## src/rtl/fp_add_pipe.sv

```systemverilog
// Three-stage pipelined floating-point adder/subtractor with a single global advance.
// S1 unpack/compare/align, S2 add/subtract, S3 normalize/round/pack.
module fp_add_pipe #(
  parameter int unsigned EXP_W = 5,
  parameter int unsigned MAN_W = 10,
  localparam int unsigned W = 1 + EXP_W + MAN_W
) (
  input  logic         clk_i,
  input  logic         rst_i,
  input  logic         valid_i,
  output logic         ready_o,
  input  logic [W-1:0] opA_i,
  input  logic [W-1:0] opB_i,
  input  logic         sub_i,
  input  logic         rnd_i,
  output logic         valid_o,
  input  logic         ready_i,
  output logic [W-1:0] ADD_o,
  output logic [2:0]   flags_o
);
  localparam int unsigned MW = MAN_W + 4;  // hidden + fraction + guard/round/sticky
  localparam int unsigned EW = EXP_W + 2;
  localparam int unsigned MR = MAN_W + 2;
  localparam logic [EXP_W-1:0] EMAX = '1;
  localparam logic [W-1:0] QNAN = {1'b0, EMAX, 1'b1, {(MAN_W-1){1'b0}}};

  logic en;

  // Stage registers
  logic             v1_q, spec1_q, sign1_q, esub1_q, rnd1_q;
  logic [W-1:0]     spec_res1_q;
  logic [2:0]       spec_flags1_q;
  logic [EXP_W-1:0] exp1_q;
  logic [MW-1:0]    big1_q, small1_q;

  logic             v2_q, spec2_q, sign2_q, rnd2_q;
  logic [W-1:0]     spec_res2_q;
  logic [2:0]       spec_flags2_q;
  logic [EXP_W-1:0] exp2_q;
  logic [MW:0]      sum2_q;

  logic             valid_q;
  logic [W-1:0]     res_q;
  logic [2:0]       flags_q;

  assign en      = ready_i | ~valid_q;
  assign ready_o = en;
  assign valid_o = valid_q;
  assign ADD_o   = res_q;
  assign flags_o = flags_q;

  // S1: classify, pick the larger magnitude, align the smaller one
  logic             sa, sb, a_nan, b_nan, a_inf, b_inf, a_zero, b_zero, a_big;
  logic [EXP_W-1:0] ea, eb, ea_eff, eb_eff, e_big, e_small, e_diff;
  logic [MAN_W:0]   ma, mb, m_small;
  logic [MW-1:0]    big_ext, small_ext, small_sh, lost_mask;
  logic             s1_spec;
  logic [W-1:0]     s1_spec_res;
  logic [2:0]       s1_spec_flags;

  always_comb begin
    sa      = opA_i[W-1];
    sb      = opB_i[W-1] ^ sub_i;
    ea      = opA_i[W-2:MAN_W];
    eb      = opB_i[W-2:MAN_W];
    ma      = {ea != '0, opA_i[MAN_W-1:0]};
    mb      = {eb != '0, opB_i[MAN_W-1:0]};
    a_nan   = (ea == EMAX) && (opA_i[MAN_W-1:0] != '0);
    b_nan   = (eb == EMAX) && (opB_i[MAN_W-1:0] != '0);
    a_inf   = (ea == EMAX) && (opA_i[MAN_W-1:0] == '0);
    b_inf   = (eb == EMAX) && (opB_i[MAN_W-1:0] == '0);
    a_zero  = (opA_i[W-2:0] == '0);
    b_zero  = (opB_i[W-2:0] == '0);
    ea_eff  = (ea == '0) ? EXP_W'(1) : ea;
    eb_eff  = (eb == '0) ? EXP_W'(1) : eb;
    a_big   = opA_i[W-2:0] >= opB_i[W-2:0];
    e_big   = a_big ? ea_eff : eb_eff;
    e_small = a_big ? eb_eff : ea_eff;
    m_small = a_big ? mb : ma;
    big_ext = {a_big ? ma : mb, 3'b000};
    e_diff  = e_big - e_small;

    small_ext = {m_small, 3'b000};
    lost_mask = '0;
    small_sh  = '0;
    if (32'(e_diff) >= MAN_W + 3) begin
      small_sh = {{(MW-1){1'b0}}, |m_small};
    end else begin
      lost_mask   = (MW'(1) << e_diff) - MW'(1);
      small_sh    = small_ext >> e_diff;
      small_sh[0] = small_sh[0] | (|(small_ext & lost_mask));
    end

    s1_spec       = 1'b1;
    s1_spec_res   = '0;
    s1_spec_flags = '0;
    if (a_nan || b_nan) begin
      s1_spec_res = QNAN;
    end else if (a_inf && b_inf && (sa != sb)) begin
      s1_spec_res   = QNAN;
      s1_spec_flags = 3'b100;
    end else if (a_inf) begin
      s1_spec_res = opA_i;
    end else if (b_inf) begin
      s1_spec_res = {sb, opB_i[W-2:0]};
    end else if (a_zero && b_zero) begin
      s1_spec_res = {sa & sb, {(W-1){1'b0}}};
    end else if (a_zero) begin
      s1_spec_res = {sb, opB_i[W-2:0]};
    end else if (b_zero) begin
      s1_spec_res = opA_i;
    end else begin
      s1_spec = 1'b0;
    end
  end

  // S2: big >= small in magnitude, so subtraction never goes negative
  logic [MW:0] sum2_d;
  always_comb begin
    sum2_d = esub1_q ? ({1'b0, big1_q} - {1'b0, small1_q})
                     : ({1'b0, big1_q} + {1'b0, small1_q});
  end

  // S3: normalize (carry right, or left limited to exponent 1), round, pack
  logic [MW-1:0]    nm;
  logic [EW-1:0]    e_n, e_r;
  int unsigned      lz, lim, shamt;
  logic             inc, inexact;
  logic [MR-1:0]    mr;
  logic [W-1:0]     res_d;
  logic [2:0]       flags_d;

  always_comb begin
    lz = MW;
    for (int i = 0; i < int'(MW); i++) begin
      if (sum2_q[i]) lz = MW - 1 - unsigned'(i);
    end
    e_n   = EW'(exp2_q);
    nm    = '0;
    lim   = 0;
    shamt = 0;
    if (sum2_q[MW]) begin
      nm    = sum2_q[MW:1];
      nm[0] = sum2_q[1] | sum2_q[0];
      e_n   = e_n + EW'(1);
    end else begin
      lim   = 32'(exp2_q) - 1;
      shamt = (lz < lim) ? lz : lim;
      nm    = sum2_q[MW-1:0] << shamt;
      e_n   = e_n - EW'(shamt);
    end

    inc     = rnd2_q & nm[2] & (nm[1] | nm[0] | nm[3]);
    inexact = |nm[2:0];
    mr      = {1'b0, nm[MW-1:3]} + MR'(inc);
    e_r     = e_n;
    if (mr[MR-1]) begin
      mr  = mr >> 1;
      e_r = e_n + EW'(1);
    end

    if (spec2_q) begin
      res_d   = spec_res2_q;
      flags_d = spec_flags2_q;
    end else if (sum2_q == '0) begin
      res_d   = '0;
      flags_d = '0;
    end else if (e_r >= EW'(EMAX)) begin
      res_d   = {sign2_q, EMAX, {MAN_W{1'b0}}};
      flags_d = 3'b011;
    end else begin
      res_d   = {sign2_q, mr[MAN_W] ? e_r[EXP_W-1:0] : {EXP_W{1'b0}}, mr[MAN_W-1:0]};
      flags_d = {2'b00, inexact};
    end
  end

  always_ff @(posedge clk_i or posedge rst_i) begin
    if (rst_i) begin
      v1_q          <= 1'b0;
      spec1_q       <= 1'b0;
      sign1_q       <= 1'b0;
      esub1_q       <= 1'b0;
      rnd1_q        <= 1'b0;
      spec_res1_q   <= '0;
      spec_flags1_q <= '0;
      exp1_q        <= '0;
      big1_q        <= '0;
      small1_q      <= '0;
      v2_q          <= 1'b0;
      spec2_q       <= 1'b0;
      sign2_q       <= 1'b0;
      rnd2_q        <= 1'b0;
      spec_res2_q   <= '0;
      spec_flags2_q <= '0;
      exp2_q        <= '0;
      sum2_q        <= '0;
      valid_q       <= 1'b0;
      res_q         <= '0;
      flags_q       <= '0;
    end else if (en) begin
      v1_q <= valid_i;
      if (valid_i) begin
        spec1_q       <= s1_spec;
        spec_res1_q   <= s1_spec_res;
        spec_flags1_q <= s1_spec_flags;
        sign1_q       <= a_big ? sa : sb;
        esub1_q       <= sa ^ sb;
        rnd1_q        <= rnd_i;
        exp1_q        <= e_big;
        big1_q        <= big_ext;
        small1_q      <= small_sh;
      end
      v2_q <= v1_q;
      if (v1_q) begin
        spec2_q       <= spec1_q;
        spec_res2_q   <= spec_res1_q;
        spec_flags2_q <= spec_flags1_q;
        sign2_q       <= sign1_q;
        rnd2_q        <= rnd1_q;
        exp2_q        <= exp1_q;
        sum2_q        <= sum2_d;
      end
      valid_q <= v2_q;
      if (v2_q) begin
        res_q   <= res_d;
        flags_q <= flags_d;
      end
    end
  end

endmodule

```

## config.mk

```make
export PLATFORM = sky130hd
export DESIGN_NAME = fp_add_pipe
export DESIGN_NICKNAME = d
export VERILOG_FILES = /design/src/rtl/fp_add_pipe.sv
export SDC_FILE = /design/constraint.sdc
export NUM_CORES = 1
export LEC_CHECK = 0
export ABC_AREA = 0
export CORE_MARGIN = 1.5
export CORE_UTILIZATION = 45
export DETAILED_ROUTE_END_ITERATION = 10
export PLACE_DENSITY = 0.63
export SYNTH_ARGS = -nofsm -noshare
export SYNTH_HDL_FRONTEND = slang
export SYNTH_SLANG_ARGS = --single-unit
```

## constraint.sdc

```tcl
create_clock -name clk_i -period 5.6 [get_ports clk_i]
set_clock_uncertainty 0.15 [all_clocks]
set_input_delay 1.12 -clock clk_i [delete_from_list [all_inputs] [get_ports clk_i]]
set_output_delay 1.12 -clock clk_i [all_outputs]
set_load 0.01 [all_outputs]
```

==> results_dict.tcl <==
set metrics [dict create \
    htree_levels 4 \
    synthArstFlopShare_pct 100 \
    synthAdderAreaFrac_pct 8.16 \
    status "finished clean" \
    max_freq_mhz 189 \
    fin_crit_ns 5.30 \
    area_growth_pct 23.8 \
    syn_avg_cell_area_um2 8.27 \
    synth_compound_area_share_pct 23.4 \
    synthFlopType "dfrtp_1" \
    dp_hpwl_mm 20.7 \
    worst_setup_path_start_kind "input port" \
    use_met2_pct 42.7 \
    netlist_instances 1090 \
    yosysWarnings 0 \
    drv_slew 0 \
    route.detailed.drc 0 \
    met1_usage_pct 35.5 \
    synth_edf_count 0 \
    grt_pass1_vias 7965 \
    finalCritPeriodShare_pct 94.7 \
    hp-class "reg -> reg" \
    rsz0062_at_grt "no" \
    final_hold_viol_count 0 \
    cpPeakStageDelay_ns 0.47 \
    vias_per_cell 5.73 \
    final_cell_mix "nand2_1 (124), dfrtp_1 (113), buf_4 (105)" \
    setup_viol 0 \
    syn_area_um2 9020 \
    grt_first_pass_wirelength_mm 42.2 \
    first_pass_iters 5 \
    worstRegToRegCells 19 \
    drtIter0Drc 471 \
    synth.mux.area_fraction_pct 10.8 \
    cts_hold_buf 0 \
    worstPathCellList "clkdlybuf4s50_1 > inv_1 > ha_1 > a21o_1 > a21o_1 > a21o_1 > a21o_1 > a21o_1 > a21oi_1 > o41ai_4 > buf_4 > nand2_1 > o21ai_1 > fa_1 > a21o_1 > a21oi_1 > xnor2_1 > a21oi_1 > nand2_1 > nor4_1 > nand2_1 > nor3_1 > a21oi_1" \
    critPathMaxFanout 10 \
    path_class "in -> reg" \
    slowest_stage "clkdlybuf4s50_1" \
    cts_made_buffers 17 \
    worstPathArrival_ns 5.45 \
    fp.dieW_um 145 \
    io_buffers 58 \
    ys_ff_latch 113 \
    end_kind "flip-flop" \
    synth_cell_types 79 \
    cts.clk_slew.worst_paths_ns 0.06 \
    grt_max_degree 57 \
    clock_tree.root_cell "clkbuf_16" \
    crit_top_cell "a21o_1" \
    layout-drive-gt1-share_pct 16.7 \
    slew_headroom_pct 27.5 \
    final_common_cell "nand2_1" \
    gp_congestion 0.944 \
    cts_sinks 113 \
    worstMarginPinSlew_ns 1.08 \
    fin_util_pct 57.2 \
    synth_top_family_by_area "compound AO/OA/AOI/OAI gates" \
    die_area_um2 20900 \
    maxCapViolations 0 \
    busiest_layer "met2" \
    antenna_found_initial 0 \
    clk_latency_ns 0.42 \
    whs_ns 0.329 \
    initial_utilization_pct 46.2 \
    synth_simple_gate_area_share_pct 18.0 \
    min_path_cells 2 \
    critical_path.top_delay_family "compound AO/OA/AOI/OAI gates" \
    required_ns 5.75 \
    synthXorXnorAreaFrac_pct 3.11 \
    drt_wl_total_mm 26.5 \
    grt_overflow 0 \
    p_leak_nw 5.09 \
    core_area_um2 19500 \
    wl_per_cell_um 17.7 \
    die_y_um 145 \
    cp_num_cells 23 \
    syn_nets 1185 \
    io_pins 59 \
    final_nets 1313 \
    seq_area_frac_synth_pct 31.4 \
    num_vias 8568 \
    drtAntennaViolNets 0 \
    final.setup.worst_slack_ns 0.296 \
    cts_max_path_buffers 2 \
    vdd_ir_drop_max_v 0.000277 \
    fp-row-count 51 \
    powerDensity_nw_per_um2 683 \
    use_met3_pct 3.97 \
    cts_tree "built" \
    cp.buffers_inverters 3 \
    preCtsSetupSlack_ns -0.215 \
    grt_use_total_pct 26.1 \
    diodes 0 \
]
## worst paths after layout
kind                                       start                         end  slack [ns]
max                                     opB_i[9]     small1_q[0]$_DFFE_PP0P_        0.30
min                        exp1_q[4]$_DFFE_PP0P_       exp1_q[4]$_DFFE_PP0P_        0.33
max reg2reg                exp2_q[0]$_DFFE_PP0P_        ADD_o[2]$_DFFE_PP0P_        0.39
min reg2reg                exp1_q[4]$_DFFE_PP0P_       exp1_q[4]$_DFFE_PP0P_        0.33
max in group asynchronous                  rst_i  spec_res2_q[0]$_DFFE_PP0P_        3.36
min in group asynchronous                  rst_i       sum2_q[5]$_DFFE_PP0P_        0.99
## cell families after synthesis
kind of cell             count (synthesis)
XOR/XNOR                                32
AO/OA/AOI/OAI                          327
flip-flops                             113
AND/OR/NAND/NOR                        349
buffers and inverters                  122
adder cells (fa/ha/maj)                 57
multiplexers                            90
## flip-flops by register name, summed over array words and instances (netlist names), 3 cells and up
register     flops
ADD_o           16
big1_q          11
exp1_q           5
exp2_q           5
flags_o          3
small1_q        14
spec_res1_q     16
spec_res2_q     16
sum2_q          15
## power breakdown
| group | switching, mW | internal, mW |
|---|---|---|
| Sequential | 0.217 | 1.07 |
| Clock | 0.438 | 0.631 |
| Combinational | 3.00 | 2.27 |
## synth_stat cells, types with 4 or more instances
cell | number | area, µm²
ha_1 | 54 | 676
a31oi_1 | 8 | 50.1
nand2_1 | 125 | 469
a22oi_1 | 9 | 67.6
nand4_1 | 12 | 75.1
a21o_1 | 19 | 143
o21a_1 | 9 | 67.6
mux2i_1 | 53 | 531
o22ai_1 | 12 | 75.1
or2_2 | 4 | 25.0
xnor2_1 | 16 | 140
nor4_1 | 10 | 62.6
inv_1 | 61 | 229
o21ai_1 | 4 | 20.0
xor2_1 | 16 | 140
a221oi_1 | 6 | 52.6
nand3_1 | 30 | 150
nor3_1 | 33 | 165
and3_1 | 10 | 62.6
nor2b_1 | 5 | 31.3
o211ai_1 | 5 | 37.5
a211oi_1 | 7 | 52.6
a21oi_1 | 86 | 430
o21bai_1 | 16 | 120
and2_1 | 5 | 31.3
o31ai_1 | 13 | 97.6
clkbuf_1 | 49 | 184
nor2_1 | 91 | 342
nand2b_1 | 8 | 50.1
a32oi_1 | 6 | 52.6
o21ai_0 | 88 | 440
mux2_2 | 35 | 394
dfrtp_1 | 113 | 2830
## final cells by class
type,count,area (µm²)
Multi-Input combinational cell,855,5750
Fill cell,1805,8370
Tap cell,265,332
Clock buffer,17,425
Clock inverter,15,163
Sequential cell,113,2830
Timing Repair Buffer,165,1410
Inverter,66,250
## timing repair
action	CTS	global route
gates resized for setup	0	6
setup endpoints to repair	0	20
buffers inserted	0	2
## layer usage
layer / part of all wire, % / up-vias / routed length, µm
li1: - / 4207 / -
met1: 46 / 4057 / 12200
met2: 47 / 260 / 12400
met3: 4.8 / 44 / 1290
met4: 2.5 / 0 / 669
met5: 0 / - / 0
## metrics by stage
stage / power (mW) / TNS, ns / area [µm²] / cells
after floorplan: 4.73 / 0 / 9050 / 1090
after global placement: 6.40 / -0.390 / 10500 / 1462
after detailed placement: 6.42 / -0.900 / 10500 / 1462
after CTS: 7.52 / 0 / 11100 / 1494
after global routing: 8.18 / 0 / 11200 / 1496
final: 7.62 / 0 / 11200 / 1496
## worst reg2reg max path: stages (launching register included)
cell,delay [ns]
dfrtp_1,0.44
nor3_1,0.19
xor2_1,0.31
inv_1,0.08
ha_1,0.32
a2111o_1,0.47
o21ai_4,0.32
mux2i_4,0.29
inv_2,0.08
buf_12,0.15
or3_1,0.42
o21a_1,0.16
a211oi_2,0.24
buf_4,0.17
nand4_4,0.13
nor4_4,0.29
a31oi_1,0.13
a21o_2,0.31
a32oi_1,0.34
o21ai_1,0.09
No activity file was read; power rests on OpenSTA's default activity.
